--- src/rtl/matrix_frame_sequencer.sv ---
// matrix_frame_sequencer
// Wishbone write master that pushes an 8-row frame buffer to the 8x8 RGB
// matrix driver. Every row is rotated left by 4*offset bits (one LED per
// nibble) on its way out. The offset steps after each complete frame.
// Frames are started by a period timer or by a forced trigger. Both sources
// share a single pending flag. The data path supports only a 32-bit bus.
//
// state    | meaning
// ---------+-----------------------------------------------------------
// IDLE     | bus released; waiting for a pending trigger
// REQ      | cyc/stb high for the current row; waiting for !stall
// WAIT_ACK | cyc high, stb low; waiting for the slave ack
// DONE     | bus released; pulse frame_done, step the scroll offset

module matrix_frame_sequencer #(
    parameter int WB_DATA_WIDTH = 32,
    parameter int WB_ADDR_WIDTH = 3,
    parameter int TICK_WIDTH    = 24,
    parameter int TIMEOUT       = 255
) (
    input  logic                     clk,
    input  logic                     reset_n,
    input  logic                     i_enable,
    input  logic [TICK_WIDTH-1:0]    i_period,
    input  logic                     i_dir,
    input  logic                     i_force,
    input  logic                     i_load_we,
    input  logic [2:0]               i_load_row,
    input  logic [WB_DATA_WIDTH-1:0] i_load_data,
    input  logic                     i_err_clr,
    output logic                     o_busy,
    output logic                     o_frame_done,
    output logic [2:0]               o_offset,
    output logic                     o_err,
    output logic                     o_wb_cyc,
    output logic                     o_wb_stb,
    output logic                     o_wb_we,
    output logic [WB_ADDR_WIDTH-1:0] o_wb_addr,
    output logic [3:0]               o_wb_sel,
    output logic [WB_DATA_WIDTH-1:0] o_wb_wdata,
    input  logic                     i_wb_ack,
    input  logic                     i_wb_stall
);

    localparam int DW    = WB_DATA_WIDTH;
    localparam int TMO_W = $clog2(TIMEOUT + 1);
    // The abort fires on the cycle in which the counter would reach TIMEOUT.
    // This keeps cyc high for exactly TIMEOUT cycles on a dead slave.
    localparam logic [TMO_W-1:0] TMO_LAST = TMO_W'(TIMEOUT - 1);

    typedef enum logic [1:0] {
        ST_IDLE,
        ST_REQ,
        ST_WAIT_ACK,
        ST_DONE
    } state_t;

    state_t                  state_q;
    logic [DW-1:0]           frame_q [8];
    logic [TICK_WIDTH-1:0]   timer_q, timer_d;
    logic                    pending_q, pending_d;
    logic [2:0]              row_q;
    logic [2:0]              offset_q;
    logic [TMO_W-1:0]        tmo_q;
    logic                    cyc_q, stb_q;
    logic [WB_ADDR_WIDTH-1:0] addr_q;
    logic [DW-1:0]           wdata_q;
    logic                    frame_done_q;
    logic                    err_q;

    logic                    trig_consume;
    logic [TICK_WIDTH-1:0]   period_last;
    logic [2:0]              row_next;
    logic                    ack_now;
    logic                    tmo_hit;
    logic                    last_row;
    logic [DW-1:0]           row0_rot;
    logic [DW-1:0]           next_rot;

    // Rotate left by whole LEDs (nibbles). Column 0 sits in the top nibble.
    function automatic logic [DW-1:0] rotl_nib(input logic [DW-1:0] d,
                                               input logic [2:0]    n);
        logic [2*DW-1:0] dd;
        dd = {d, d} << {n, 2'b00};
        return dd[2*DW-1:DW];
    endfunction

    assign trig_consume = (state_q == ST_IDLE) && pending_q;
    assign period_last  = i_period - TICK_WIDTH'(1);
    assign row_next     = row_q + 3'd1;
    assign last_row     = (row_q == 3'd7);
    assign tmo_hit      = (tmo_q == TMO_LAST);
    // An ack in the same cycle that stb is accepted counts as the ack.
    assign ack_now      = ((state_q == ST_REQ) && !i_wb_stall && i_wb_ack) ||
                          ((state_q == ST_WAIT_ACK) && i_wb_ack);
    // Data is sampled from the buffer as REQ is entered. A same-cycle load
    // to that row is therefore not seen by this frame.
    assign row0_rot     = rotl_nib(frame_q[0], offset_q);
    assign next_rot     = rotl_nib(frame_q[row_next], offset_q);

    // Frame buffer write port, open in every state.
    always_ff @(posedge clk or negedge reset_n) begin
        if (!reset_n) begin
            for (int i = 0; i < 8; i++) begin
                frame_q[i] <= '0;
            end
        end else if (i_load_we) begin
            frame_q[i_load_row] <= i_load_data;
        end
    end

    // Next-state logic for the period timer and the shared pending flag.
    always_comb begin
        timer_d   = timer_q;
        pending_d = pending_q;
        if (trig_consume) begin
            pending_d = 1'b0;
        end
        if (!i_enable || (i_period == '0)) begin
            timer_d = '0;
        end else if (!pending_q || trig_consume) begin
            // The timer keeps counting in the cycle in which IDLE takes the
            // trigger. This keeps the frame start spacing at exactly i_period.
            if (timer_q >= period_last) begin
                timer_d   = '0;
                pending_d = 1'b1;
            end else begin
                timer_d = timer_q + TICK_WIDTH'(1);
            end
        end
        if (i_force) begin
            pending_d = 1'b1;
        end
    end

    // Timer and pending flag registers.
    always_ff @(posedge clk or negedge reset_n) begin
        if (!reset_n) begin
            timer_q   <= '0;
            pending_q <= 1'b0;
        end else begin
            timer_q   <= timer_d;
            pending_q <= pending_d;
        end
    end

    // Frame sequencer FSM with registered bus outputs.
    always_ff @(posedge clk or negedge reset_n) begin
        if (!reset_n) begin
            state_q      <= ST_IDLE;
            row_q        <= '0;
            offset_q     <= '0;
            tmo_q        <= '0;
            cyc_q        <= 1'b0;
            stb_q        <= 1'b0;
            addr_q       <= '0;
            wdata_q      <= '0;
            frame_done_q <= 1'b0;
            err_q        <= 1'b0;
        end else begin
            // A timeout that sets the flag later in this block overrides this clear.
            if (i_err_clr) begin
                err_q <= 1'b0;
            end
            case (state_q)
                ST_IDLE: begin
                    if (trig_consume) begin
                        state_q <= ST_REQ;
                        row_q   <= '0;
                        cyc_q   <= 1'b1;
                        stb_q   <= 1'b1;
                        addr_q  <= '0;
                        wdata_q <= row0_rot;
                        tmo_q   <= '0;
                    end
                end
                ST_REQ, ST_WAIT_ACK: begin
                    if (ack_now) begin
                        if (last_row) begin
                            state_q      <= ST_DONE;
                            cyc_q        <= 1'b0;
                            stb_q        <= 1'b0;
                            frame_done_q <= 1'b1;
                        end else begin
                            state_q <= ST_REQ;
                            row_q   <= row_next;
                            stb_q   <= 1'b1;
                            addr_q  <= WB_ADDR_WIDTH'(row_next);
                            wdata_q <= next_rot;
                            tmo_q   <= '0;
                        end
                    end else if (tmo_hit) begin
                        // Abort the frame. The offset is left alone and no done pulse is issued.
                        state_q <= ST_IDLE;
                        cyc_q   <= 1'b0;
                        stb_q   <= 1'b0;
                        err_q   <= 1'b1;
                    end else begin
                        tmo_q <= tmo_q + TMO_W'(1);
                        if ((state_q == ST_REQ) && !i_wb_stall) begin
                            state_q <= ST_WAIT_ACK;
                            stb_q   <= 1'b0;
                        end
                    end
                end
                ST_DONE: begin
                    frame_done_q <= 1'b0;
                    offset_q     <= i_dir ? (offset_q - 3'd1) : (offset_q + 3'd1);
                    state_q      <= ST_IDLE;
                end
                default: begin
                    state_q <= ST_IDLE;
                end
            endcase
        end
    end

    assign o_busy       = (state_q != ST_IDLE);
    assign o_frame_done = frame_done_q;
    assign o_offset     = offset_q;
    assign o_err        = err_q;
    assign o_wb_cyc     = cyc_q;
    assign o_wb_stb     = stb_q;
    assign o_wb_we      = cyc_q;
    assign o_wb_sel     = {4{cyc_q}};
    assign o_wb_addr    = addr_q;
    assign o_wb_wdata   = wdata_q;

endmodule

--- config.mk ---
export PLATFORM = sky130hd
export DESIGN_NAME = matrix_frame_sequencer
export DESIGN_NICKNAME = d
export VERILOG_FILES = /design/src/rtl/matrix_frame_sequencer.sv
export SDC_FILE = /design/constraint.sdc
export NUM_CORES = 1
export LEC_CHECK = 0
export CORE_ASPECT_RATIO = 0.9
export CORE_UTILIZATION = 30
export DETAILED_ROUTE_END_ITERATION = 10
export PLACE_DENSITY_LB_ADDON = 0.15
export SETUP_SLACK_MARGIN = 0.15
export SYNTH_ARGS = -nofsm -noshare
export SYNTH_HDL_FRONTEND = slang
export SYNTH_SLANG_ARGS = --single-unit
--- constraint.sdc ---
create_clock -name clk -period 7.39 [get_ports clk]
set_input_delay 1.478 -clock clk [delete_from_list [all_inputs] [get_ports clk]]
set_output_delay 1.478 -clock clk [all_outputs]
set_load 0.02 [all_outputs]
### After elaboration in Yosys (flattened, before gate mapping)

Index checks and enable logic that the tools add are counted.

* input bits: 68
* output and inout port bits: 48
* register bits after elaboration: 333
* word-level logic and storage cells: 122

* add/subtract/negate cells: 6
* bitwise gates (word level): 2
* muxes and demuxes: 51
* reduce and logical (&&, ||, !) cells: 24
* $lt $le $gt $ge: 4
* equality and inequality tests: 14
* shift-type cells: 2

Operators with widths (number)
* bitwise mux 256 bit: 1
* two-way mux 32 bit: 6
* left shift 64 x 5 -> 64 bit: 2
* binary-select mux 32 bit (select 3 bit): 1
* demux 32 bit (select 3 bit): 1
* two-way mux 24 bit: 3
* case mux 32 bit (2 select lines): 1
* two-way mux 8 bit: 4
* adder 24 x 1 -> 24 bit (second input constant): 1
* greater-or-equal comparator 24 bit: 1
* logical NOT 24 bit: 1
* subtractor 24 x 1 -> 24 bit (second input constant): 1
* two-way mux 1 bit: 19
* case mux 8 bit (2 select lines): 1
* two-way mux 3 bit: 4
* != test 3 bit (second input constant): 4
* AND reduction 4 bit: 3
* two-way mux 2 bit: 5
* adder 8 x 1 -> 8 bit (second input constant): 1
* == test 8 bit (second input constant): 1
* greater-or-equal comparator 4 bit (second input constant): 2
* != test 2 bit (second input constant): 4
* NOT 3 -> 4 bit: 2
* nonzero test 2 bit: 4
* 17 further kinds: 30

### Depth between registers and ports, before layout

* word-level depth: 9
* depth in mapped cells: 16
* gate-level depth less buffers: 14

### Least setup slack after synthesis

OpenSTA, ideal clock, no wires.

* path kind: input-to-reg
* start: input i_period[13]
* end: register timer_q[13]
* library setup time: 0.086 ns
* path buffers: 1
* setup slack: 2.620 ns
* arrival: 4.684 ns
* required time: 7.304 ns
* stages on the path: 13
* path through: or3_1 or3_1 or3_1 nor2_1 xnor2_1 ha_1 a21o_1 a21o_1 a211o_1 and2_1 clkbuf_1 or3_1 nor3_1

* cells in the longest elaborated chain, start to end: 5
* elaborated cells on any way between the ends: 8

RTL lines
* start, declared: RTL line 24 `input logic [TICK_WIDTH-1:0] i_period,`
* subtractor 24 x 1 -> 24 bit: RTL line 89 `assign period_last = i_period - TICK_WIDTH'(1);`
* greater-or-equal comparator 24 bit: RTL line 124 `if (timer_q >= period_last) begin`
* two-way mux 24 bit: RTL line 124
* two-way mux 24 bit: RTL line 121 `end else if (!pending_q || trig_consume) begin`
* two-way mux 24 bit: RTL line 119 `if (!i_enable || (i_period == '0)) begin`
* end signal, assigned: RTL line 142 `timer_q <= timer_d;`
* end, declared: RTL line 60 `logic [TICK_WIDTH-1:0] timer_q, timer_d;`

Parallel ways exist; a longest one is shown, timed or not. The select of a mux whose other input is x is not followed.
A chain may end at the register's enable or synchronous reset.

### Worst setup path after layout

* start: input i_period[3]
* end: register timer_q[7]

Same word-level chain as after synthesis.

==> reports/metrics.yaml <==
yosys-top-cells-count: "dfrtp_1 (333), mux2_2 (265), mux2i_1 (125)"
p_seq_frac: 0.299
max_stage_delay_ns: 0.56
power_leakage_nw: 8.613
hold_slack_ns: 0.4699
htreeDepth: 2
avgSynthCellArea_sq_um: 11.76
final_cells: 2410
synth.top_cell.area_share: 0.4685
slew_viol_final: 0
synth_ff_type: "dfrtp_1"
grt_pass1_vias: 12818
period_share: 0.6863
placed_area_sq_um: 19740
ir_drop_uv: 199.2
die_h_um: 233.0
syn_area_sq_um: 17790
cts_sinks: 333
cts_tree: "yes"
finalPower_mw: 8.420
pin_count: 116
finalSetupViolCount: 0
fin_nets: 1711
outcome: "complete, no violations"
cts_hold_buf: 0
synth_area_leaders: "dfrtp_1 (47%), mux2_2 (17%), mux2i_1 (7.0%)"
crit_required_ns: 7.87
power_frac_comb: 0.466
grt_first_pass_wirelength_um: 77950
globalplace.congestion: 0.7750
yosys_warnings: 0
cp.arrival_ns: 5.56
drtPass1Iterations: 5
cts_root_buffer: "clkbuf_16"
syn_nets: 1618
fin_tns_setup_ns: 0
slew_headroom: 0.04500
clock_power_share: 0.235
p_int_mw: 5.054
powerDensity_nw_per_um2: 399.7
synthDistinctLibCells: 76
worst-setup-path-type: "primary input to register"
area_growth_pct: 18.45
wl_per_cell_um: 20.63
cap_viol_max_count: 0
skew_ns: 0.02194
worst_path_max_delay_cell: "or4_1"
p_sw_mw: 3.366
cp_top_family: "simple AND/OR/NAND/NOR gates"
critPathLaunchType: "primary input"
path_max_fanout: 12
cts_buffer_depth: 3
die_width_um: 258.7
grt_use_total: 0.1684
cts_buffers: 40
async_reset_ff_frac: 1.000
drt_wl_total_um: 49730
overflow: 0
drt_iter0_drc: 641
cts_resized: 0
synth_seq_cells: 333
vias: 12650
path_clk_slew_ns: 0.06
tightest_slew_ns: 1.396
fp.dieArea_sq_um: 60270
core.rowCount: 84
final_core_util: 0.3599
grt_max_degree: 168
setup_slack_ns: 2.318
vias_per_cell: 5.249
fin_crit_ns: 5.072
syn-instance-count: 1513
final_area_sq_um: 21070
synth_edf_count: 0
hp-class: "register to register"
fillCellCount: 5723
sw_frac_of_total: 0.3998
synth_seq_area_share: 0.4685
cts_setup_buffers: 0
port_buffers: 115
hpwl_um: 31010
antenna_found_initial: 3
fmax_mhz: 197.2
yosysMostFrequentCell: "dfrtp_1"
dp_cells: 2338
drtAntennaViolNets: 0
yosysTopAreaCell: "dfrtp_1"
drcViolationCount: 0
dpl_worst_slack_ns: 1.726
clk_latency_ns: 0.57
drive_gt1_frac: 0.2520
start_util: 0.3038
core_area_sq_um: 58540
end_kind: "register"
rsz0062_at_grt: "no"
hold_viol_final: 0
critical_path.cell_chain: "clkdlybuf4s50_1, nor3_1, and3_1, and2_1, nand2_1, or3_1, nor2_1, xnor2_1, ha_1, a21o_1, a21o_1, a211o_1, and2_1, or4_1, nor3_1"
critPathBufInv: 1
[path summary, 6_finish.rpt]
kind	from	to	slack [ns]	depth (start not counted)
max	i_period[3]	timer_q[7]	2.32	15
min	o_wb_wdata[6]	o_wb_wdata[6]	0.47	2
max reg2reg	o_wb_addr[0]	o_wb_wdata[27]	2.74	10
min reg2reg	o_wb_wdata[6]	o_wb_wdata[6]	0.47	2
max in group asynchronous	reset_n	frame_q[147]	4.92	2
min in group asynchronous	reset_n	tmo_q[6]	0.95	1
[cell families after synthesis]
group | after synthesis | share of synthesized area
compound gates | 262 | 0.1081
xor+xnor | 26 | 0.01280
fa+ha+maj | 37 | 0.02645
buf+inv | 117 | 0.03116
flops | 333 | 0.4685
mux | 409 | 0.2626
simple gates | 329 | 0.09033
[flip-flops by register name (all words and copies together), names as in the netlist, 2 cells and up]
name / count
o_offset: 3
o_wb_wdata: 32
tmo_q: 8
state_q: 2
o_wb_addr: 3
timer_q: 24
frame_q: 256
[layout make-up]
class,count,area (sq um),share of cell area
diodes,1,2.502,0.0001188
clock buffers,60,1237,0.05874
clock inverters,11,87.58,0.004158
inverters,19,71.32,0.003385
multi-input cells,1063,8939,0.4243
flip-flops and latches,333,8337,0.3957
well taps,774,968.4,0.04597
repair buffers,149,1424,0.06759
[power groups by stage]
stage	Combinational (mW)	Sequential (mW)	Clock [mW]
finish	3.92	2.52	1.98
global route	4.27	2.58	2.13
CTS	3.94	2.52	2.04
detailed placement	3.93	2.56	0
global placement	3.88	2.53	0
floorplan	2.50	2.60	0
[worst register-to-register path, cell delays in order (launching register included)]
cell       delay [ns]
dfrtp_4          0.59
ha_1             0.25
ha_1             0.28
buf_4            0.30
nand3b_1         0.52
buf_4            0.40
o22ai_1          0.17
a2111oi_2        0.90
mux2i_1          0.33
mux4_2           0.52
mux2_2           0.27
[layer usage]
metal	track usage	up-vias	wire length, um
li1	-	5843	-
met1	0.2497	6531	25560
met2	0.2487	222	21220
met3	0.02996	54	2099
met4	0.04549	0	853
met5	0	-	0
[placed cells by master, fill, tap and decap left out, types with 16 or more instances in the layout]
cell,count
clkbuf_16,41
xnor2_1,19
buf_4,33
a21oi_1,27
mux2_2,265
dfrtp_1,332
a22oi_1,18
nand2_1,83
o22ai_1,33
nor2_1,86
mux4_2,17
clkdlybuf4s50_1,114
nor3_1,23
inv_1,16
nand3_1,35
o21ai_0,37
ha_1,36
mux2i_1,125
Power figures use the tool's default switching activity.
